**config.mk**
```make
export PLATFORM = sky130hd
export DESIGN_NAME = uart_tx_arbiter_flat
export DESIGN_NICKNAME = d
export VERILOG_FILES = /design/src/rtl/uart_arb_pkg.sv /design/src/rtl/uart_tx_arbiter_if.sv /design/src/rtl/uart_rr_pick.sv /design/src/rtl/uart_tx_arbiter.sv /design/src/flat_wrapper.sv
export SDC_FILE = /design/constraint.sdc
export NUM_CORES = 1
export LEC_CHECK = 0
export BUFFER_PORTS_ARGS = -buffer_cell sky130_fd_sc_hd__buf_2
export CAP_MARGIN = 20
export CORE_MARGIN = 5
export CORE_UTILIZATION = 51
export DETAILED_ROUTE_END_ITERATION = 16
export PLACE_DENSITY_LB_ADDON = 0.1
export SYNTH_ARGS = -nofsm -noshare
export SYNTH_HDL_FRONTEND = slang
export SYNTH_HIERARCHICAL = 1
export SYNTH_SLANG_ARGS = --single-unit
```
**constraint.sdc**
```tcl
create_clock -name clk -period 3.45 [get_ports clk]
set_input_delay 0.69 -clock clk [delete_from_list [all_inputs] [get_ports clk]]
set_output_delay 0.69 -clock clk [all_outputs]
set_load 0.05 [all_outputs]
```
**src/rtl/uart_arb_pkg.sv**
```systemverilog
// Shared state encodings and index helpers for the UART TX arbiter.
package uart_arb_pkg;

  localparam logic [1:0] ST_IDLE = 2'd0;
  localparam logic [1:0] ST_SEND = 2'd1;
  localparam logic [1:0] ST_WAIT = 2'd2;

  // Increment a requester index with an explicit wrap at n-1, so a
  // non-power-of-two requester count never lands on an unused index.
  function automatic logic [3:0] wrap_inc(input logic [3:0] idx, input int n);
    int i;
    i = int'(idx);
    if (i >= n - 1) return 4'd0;
    return 4'(i + 1);
  endfunction

endpackage

```
**src/rtl/uart_tx_arbiter_if.sv**
```systemverilog
// Byte-stream handshake bundle: NUM_REQ requester lanes in, one UART TX lane out.
interface uart_tx_arbiter_if #(
  parameter int NUM_REQ = 4
);
  logic [NUM_REQ*8-1:0] req_data;
  logic [NUM_REQ-1:0]   req_valid;
  logic [NUM_REQ-1:0]   req_last;
  logic [NUM_REQ-1:0]   req_ready;
  logic [7:0]           tx_data;
  logic                 tx_valid;
  logic                 tx_ready;

  // Arbiter side.
  modport slave (
    input  req_data, req_valid, req_last, tx_ready,
    output req_ready, tx_data, tx_valid
  );

  // Byte sources plus serializer side.
  modport master (
    output req_data, req_valid, req_last, tx_ready,
    input  req_ready, tx_data, tx_valid
  );
endinterface

```
**src/rtl/uart_rr_pick.sv**
```systemverilog
// Rotating-priority picker: lowest valid index at or after rr_ptr, wrapping.
module uart_rr_pick #(
  parameter int NUM_REQ = 4,
  parameter int IDW     = $clog2(NUM_REQ)
) (
  input  logic [NUM_REQ-1:0] req_valid,
  input  logic [IDW-1:0]     rr_ptr,
  output logic               any_valid,
  output logic [IDW-1:0]     winner
);
  localparam int W2 = 2 * NUM_REQ;

  logic [W2-1:0] dbl;
  logic [W2-1:0] mask;
  logic [W2-1:0] masked;

  // Lower copy keeps only bits >= rr_ptr; upper copy supplies the wrap-around.
  always_comb begin
    dbl       = {req_valid, req_valid};
    mask      = ~((W2'(1) << rr_ptr) - W2'(1));
    masked    = dbl & mask;
    any_valid = |req_valid;
    winner    = '0;
    for (int j = W2 - 1; j >= 0; j--)
      if (masked[j]) winner = IDW'(j % NUM_REQ);
  end
endmodule

```
**src/rtl/uart_tx_arbiter.sv**
```systemverilog
// Packet-granular round-robin arbiter sharing one UART TX byte port.
module uart_tx_arbiter
  import uart_arb_pkg::*;
#(
  parameter int NUM_REQ        = 4,
  parameter int TIMEOUT_CYCLES = 1024,
  parameter int IDW            = $clog2(NUM_REQ)
) (
  input  logic             clk,
  input  logic             rst_n,
  uart_tx_arbiter_if.slave bus,
  output logic [IDW-1:0]   grant_id,
  output logic             busy,
  output logic             timeout_err
);
  localparam int CW = (TIMEOUT_CYCLES == 0) ? 1 : $clog2(TIMEOUT_CYCLES + 1);
  localparam logic [CW-1:0] T_LAST = CW'((TIMEOUT_CYCLES == 0) ? 0 : TIMEOUT_CYCLES - 1);

  logic [1:0]     state_q, state_d;
  logic [IDW-1:0] rr_ptr_q, rr_ptr_d;
  logic [IDW-1:0] owner_q, owner_d;
  logic           last_q, last_d;
  logic [7:0]     tx_data_q, tx_data_d;
  logic           tx_valid_q, tx_valid_d;
  logic [CW-1:0]  cnt_q, cnt_d;
  logic           timeout_err_q, timeout_err_d;
  logic           run_q;

  logic           any_valid;
  logic [IDW-1:0] winner;

  uart_rr_pick #(.NUM_REQ(NUM_REQ), .IDW(IDW)) u_pick (
    .req_valid (bus.req_valid),
    .rr_ptr    (rr_ptr_q),
    .any_valid (any_valid),
    .winner    (winner)
  );

  // Next-state, handshake and counter logic; req_ready is at most one-hot.
  always_comb begin
    state_d       = state_q;
    rr_ptr_d      = rr_ptr_q;
    owner_d       = owner_q;
    last_d        = last_q;
    tx_data_d     = tx_data_q;
    tx_valid_d    = tx_valid_q;
    cnt_d         = cnt_q;
    timeout_err_d = 1'b0;
    bus.req_ready = '0;
    case (state_q)
      ST_IDLE: begin
        if (run_q && any_valid) begin
          bus.req_ready[winner] = 1'b1;
          tx_data_d  = bus.req_data[int'(winner)*8 +: 8];
          tx_valid_d = 1'b1;
          owner_d    = winner;
          last_d     = bus.req_last[winner];
          state_d    = ST_SEND;
        end
      end
      ST_SEND: begin
        if (bus.tx_ready) begin
          tx_valid_d = 1'b0;
          if (last_q) begin
            rr_ptr_d = IDW'(wrap_inc(4'(owner_q), NUM_REQ));
            state_d  = ST_IDLE;
          end else begin
            cnt_d   = '0;
            state_d = ST_WAIT;
          end
        end
      end
      ST_WAIT: begin
        if (run_q && bus.req_valid[owner_q]) begin
          bus.req_ready[owner_q] = 1'b1;
          tx_data_d  = bus.req_data[int'(owner_q)*8 +: 8];
          tx_valid_d = 1'b1;
          last_d     = bus.req_last[owner_q];
          state_d    = ST_SEND;
        end else if (TIMEOUT_CYCLES != 0 && cnt_q == T_LAST) begin
          timeout_err_d = 1'b1;
          rr_ptr_d      = IDW'(wrap_inc(4'(owner_q), NUM_REQ));
          state_d       = ST_IDLE;
        end else if (TIMEOUT_CYCLES != 0) begin
          cnt_d = cnt_q + CW'(1);
        end
      end
      default: state_d = ST_IDLE;
    endcase
  end

  // State registers; async reset abandons any packet in flight.
  always_ff @(posedge clk or negedge rst_n) begin
    if (!rst_n) begin
      state_q       <= ST_IDLE;
      rr_ptr_q      <= '0;
      owner_q       <= '0;
      last_q        <= 1'b0;
      tx_data_q     <= '0;
      tx_valid_q    <= 1'b0;
      cnt_q         <= '0;
      timeout_err_q <= 1'b0;
      run_q         <= 1'b0;
    end else begin
      state_q       <= state_d;
      rr_ptr_q      <= rr_ptr_d;
      owner_q       <= owner_d;
      last_q        <= last_d;
      tx_data_q     <= tx_data_d;
      tx_valid_q    <= tx_valid_d;
      cnt_q         <= cnt_d;
      timeout_err_q <= timeout_err_d;
      run_q         <= 1'b1;
    end
  end

  assign bus.tx_data  = tx_data_q;
  assign bus.tx_valid = tx_valid_q;
  assign grant_id     = owner_q;
  assign busy         = (state_q != ST_IDLE);
  assign timeout_err  = timeout_err_q;
endmodule

```
**src/flat_wrapper.sv**
```systemverilog
// flat-port wrapper written by rule: the top's interface ports become plain ports
module uart_tx_arbiter_flat import uart_arb_pkg::*;
#(
  parameter int NUM_REQ        = 4,
  parameter int TIMEOUT_CYCLES = 1024,
  parameter int IDW            = $clog2(NUM_REQ)
)
  (clk, rst_n, grant_id, busy, timeout_err, bus_req_data, bus_req_valid, bus_req_last, bus_tx_ready, bus_req_ready, bus_tx_data, bus_tx_valid);
  uart_tx_arbiter_if #(.NUM_REQ(NUM_REQ)) bus_i ();
  input  logic clk;
  input  logic rst_n;
  output logic [IDW-1:0] grant_id;
  output logic busy;
  output logic timeout_err;
  input wire logic [$bits(bus_i.req_data)-1:0] bus_req_data;
  input wire logic [$bits(bus_i.req_valid)-1:0] bus_req_valid;
  input wire logic [$bits(bus_i.req_last)-1:0] bus_req_last;
  input wire logic [$bits(bus_i.tx_ready)-1:0] bus_tx_ready;
  output wire logic [$bits(bus_i.req_ready)-1:0] bus_req_ready;
  output wire logic [$bits(bus_i.tx_data)-1:0] bus_tx_data;
  output wire logic [$bits(bus_i.tx_valid)-1:0] bus_tx_valid;
  assign bus_i.req_data = bus_req_data;
  assign bus_i.req_valid = bus_req_valid;
  assign bus_i.req_last = bus_req_last;
  assign bus_i.tx_ready = bus_tx_ready;
  assign bus_req_ready = bus_i.req_ready;
  assign bus_tx_data = bus_i.tx_data;
  assign bus_tx_valid = bus_i.tx_valid;
  uart_tx_arbiter #(.NUM_REQ(NUM_REQ), .TIMEOUT_CYCLES(TIMEOUT_CYCLES), .IDW(IDW)) u_core (.clk(clk), .rst_n(rst_n), .bus(bus_i), .grant_id(grant_id), .busy(busy), .timeout_err(timeout_err));
endmodule
```
==> flow_metrics.env <==
export IMPL_seqCellArea_um2=726
export IMPL_fin_crit_sh=0.929
export IMPL_slowest_stage="a31oi_1"
export IMPL_drt_initial_drc_count=118
export IMPL_clock_path_buffers=2
export IMPL_rsz0062_at_grt="no"
export IMPL_max_stage_delay_ns=0.51
export IMPL_multiInputGateArea_um2=1110
export IMPL_rows=22
export IMPL_p_leak_nw=1.10
export IMPL_crit_type="flip-flop to output port"
export IMPL_status="finished clean"
export IMPL_fin_nets=281
export IMPL_crit_path_end_kind="output port"
export IMPL_netlist_top_cells_count="dfrtp_1 (29), nand2_1 (18), mux2_2 (11)"
export IMPL_setup_slack_ns=0.244
export IMPL_tightest_slew_ns=0.766
export IMPL_cts_hold_buf=0
export IMPL_vdd_ir_drop_worst_v=0.000558
export IMPL_power_density_nw_per_um2=912
export IMPL_final_layout_size_suffix_gt1_frac=0.416
export IMPL_drt_first_pass_iters=4
export IMPL_diodes=0
export IMPL_setup_viol=0
export IMPL_routed_wl_mm=4.46
export IMPL_async_flop_share=1.00
export IMPL_dp_cells=273
export IMPL_r2r_slack_ns=0.58
export IMPL_finalMaxSlewViolations=0
export IMPL_cp_max_fo=6
export IMPL_hp_class="primary input to asynchronous set/reset pin"
export IMPL_dp_slack_ns=0.463
export IMPL_io_pins=60
export IMPL_die_area_um2=5000
export IMPL_power_mw=2.10
export IMPL_synth_top_area_frac=0.386
export IMPL_clock_root_buffer="clkbuf_8"
export IMPL_avgRoutedWirePerCell_um=16.0
export IMPL_syn_area_per_cell_um2=11.1
export IMPL_fillers=307
export IMPL_finalSetupTns_ns=0
export IMPL_synth_top_flop_cell="dfrtp_1"
export IMPL_cts_setup_buffers=0
export IMPL_vias_per_cell=5.90
export IMPL_grt_use_total=0.196
export IMPL_yosys_warnings=6
export IMPL_fin_skew_ns=0.00512
export IMPL_syn2layout_area_growth_pct=22.4
export IMPL_fp_dieW_um=70.7
export IMPL_place_hpwl_mm=3.55
export IMPL_path_cells="or2_1 -> ha_1 -> nand2_1 -> o21ai_0 -> a31oi_1 -> nand2_1 -> o21ai_0 -> buf_2"
export IMPL_relSlewSlack=0.487
export IMPL_yosysSeqAreaShare=0.386
export IMPL_synth_area_leader_cell="dfrtp_1"
export IMPL_finalHoldViolCount=0
export IMPL_syn_num_nets=218
export IMPL_max_freq_mhz=312
export IMPL_vias=1645
export IMPL_port_buffers=59
export IMPL_critPathBufInv=1
export IMPL_die_height_um=70.7
export IMPL_clock_latency_ns=0.28
export IMPL_netlist_top_cells_area="dfrtp_1 (39%), mux4_2 (12%), mux2_2 (6.6%), ha_1 (4.0%), nand2_1 (3.6%)"
export IMPL_hold_worst_slack_ns=0.441
export IMPL_grt_max_degree=30
export IMPL_worstSetupStartpointType="flip-flop"
export IMPL_synthCells=169
export IMPL_antenna_left=0
export IMPL_gp_congestion=0.858
export IMPL_grt_pass1_vias=1837
export IMPL_clk_pin_slew_ns=0.06
export IMPL_core_area_um2=3610
export IMPL_cts_buffers=5
export IMPL_cts_tree="built"
export IMPL_cts_resized=0
export IMPL_htree_num_levels=2
export IMPL_clock_sinks=29
export IMPL_netlist_area_um2=1880
export IMPL_path_delay_family="compound AO/OA/AOI/OAI gates"
export IMPL_critPathRequiredTime_ns=2.76
export IMPL_synth_most_common_cell="dfrtp_1"
export IMPL_grt_pass1_wl_mm=7.87
export IMPL_ys_ff_latch=29
export IMPL_start_util=0.521
export IMPL_arrival_ns=2.52
export IMPL_drcViolationCount=0
export IMPL_maxCapViolCount=0
export IMPL_synth_edf_count=0
export IMPL_finalNonFillerCells=279
export IMPL_yosysUniqueCellTypes=48
export IMPL_gr_total_overflow=0
export IMPL_period_minus_slack_ns=3.21
export IMPL_antenna_found_initial=0
[layout make-up]
cell class,instances,area share
flip-flops and latches,29,0.316
clock buffers,5,0.0299
multi-input cells,129,0.483
repair buffers,60,0.132
clock inverters,1,0.00218
inverters,7,0.0114
well taps,48,0.0261
[sequential cells by signal, summed over array words and instances, names as in the netlist]
signal,count
u_core/run_q,1
u_core/rr_ptr_q,2
u_core/cnt_q,11
u_core/last_q,1
u_core/state_q,2
u_core/bus.tx_data,8
u_core/timeout_err,1
u_core/grant_id,2
u_core/bus.tx_valid,1
[logic make-up (layout without fill, tap and decap cells)]
logic type / after synthesis / after routing / synth area share
flip-flops: 29 / 29 / 0.386
AO/OA/AOI/OAI: 38 / 38 / 0.152
AND/OR/NAND/NOR: 55 / 55 / 0.156
adder cells (fa/ha/maj): 6 / 6 / 0.0399
buffers and inverters: 11 / 73 / 0.0266
multiplexers: 29 / 29 / 0.237
other: 1 / 1 / 0.00200
[routing by layer]
| metal | vias up | track usage | wire length, um |
|---|---|---|---|
| li1 | 770 | - | - |
| met1 | 799 | 0.226 | 1820 |
| met3 | 10 | 0.0710 | 376 |
| met5 | - | 0 | 0 |
| met2 | 66 | 0.321 | 2170 |
| met4 | 0 | 0.0960 | 92 |
[power by group]
group | internal [mW] | leakage, nW | switching, mW
Clock | 0.132 | 0.0399 | 0.117
Combinational | 0.496 | 0.693 | 0.720
Sequential | 0.481 | 0.367 | 0.152
Total | 1.11 | 1.10 | 0.989
[cell usage in the layout, fill, tap and decap left out, drive strengths merged, types with 4 or more instances in the layout]
cell	netlist	routed
mux4	10	10
nand2	18	18
ha	6	6
buf	2	60
nor3	4	4
o21ai	8	8
a21o	5	5
inv	7	7
nand3	4	4
mux2i	8	8
nor2	8	8
dfrtp	29	29
clkbuf	2	5
mux2	11	11
a31oi	4	4
[through the flow]
step           instance area [um2]  utilization
3_3_place_gp                  2230        0.617
4_1_cts                       2300        0.638
3_5_place_dp                  2230        0.617
5_1_grt                       2300        0.638
6_report                      2300        0.638
2_1_floorplan                 1890            -
[final timing paths]
| path | start | end | cells past startpoint |
|---|---|---|---|
| max reg2reg | u_core/rr_ptr_q[1]$_DFFE_PN0P_ | u_core/bus.tx_data[1]$_DFFE_PN0P_ | 8 |
| min | rst_n | u_core/cnt_q[6]$_DFFE_PN0P_ | 1 |
| max in group asynchronous | rst_n | u_core/grant_id[0]$_DFFE_PN0P_ | 1 |
| max | u_core/rr_ptr_q[1]$_DFFE_PN0P_ | bus_req_ready[2] | 8 |
| min in group clk | u_core/bus.tx_data[4]$_DFFE_PN0P_ | u_core/bus.tx_data[4]$_DFFE_PN0P_ | 1 |
| min reg2reg | u_core/bus.tx_data[4]$_DFFE_PN0P_ | u_core/bus.tx_data[4]$_DFFE_PN0P_ | 1 |
Note: power is estimated with default switching activity, not from simulation.
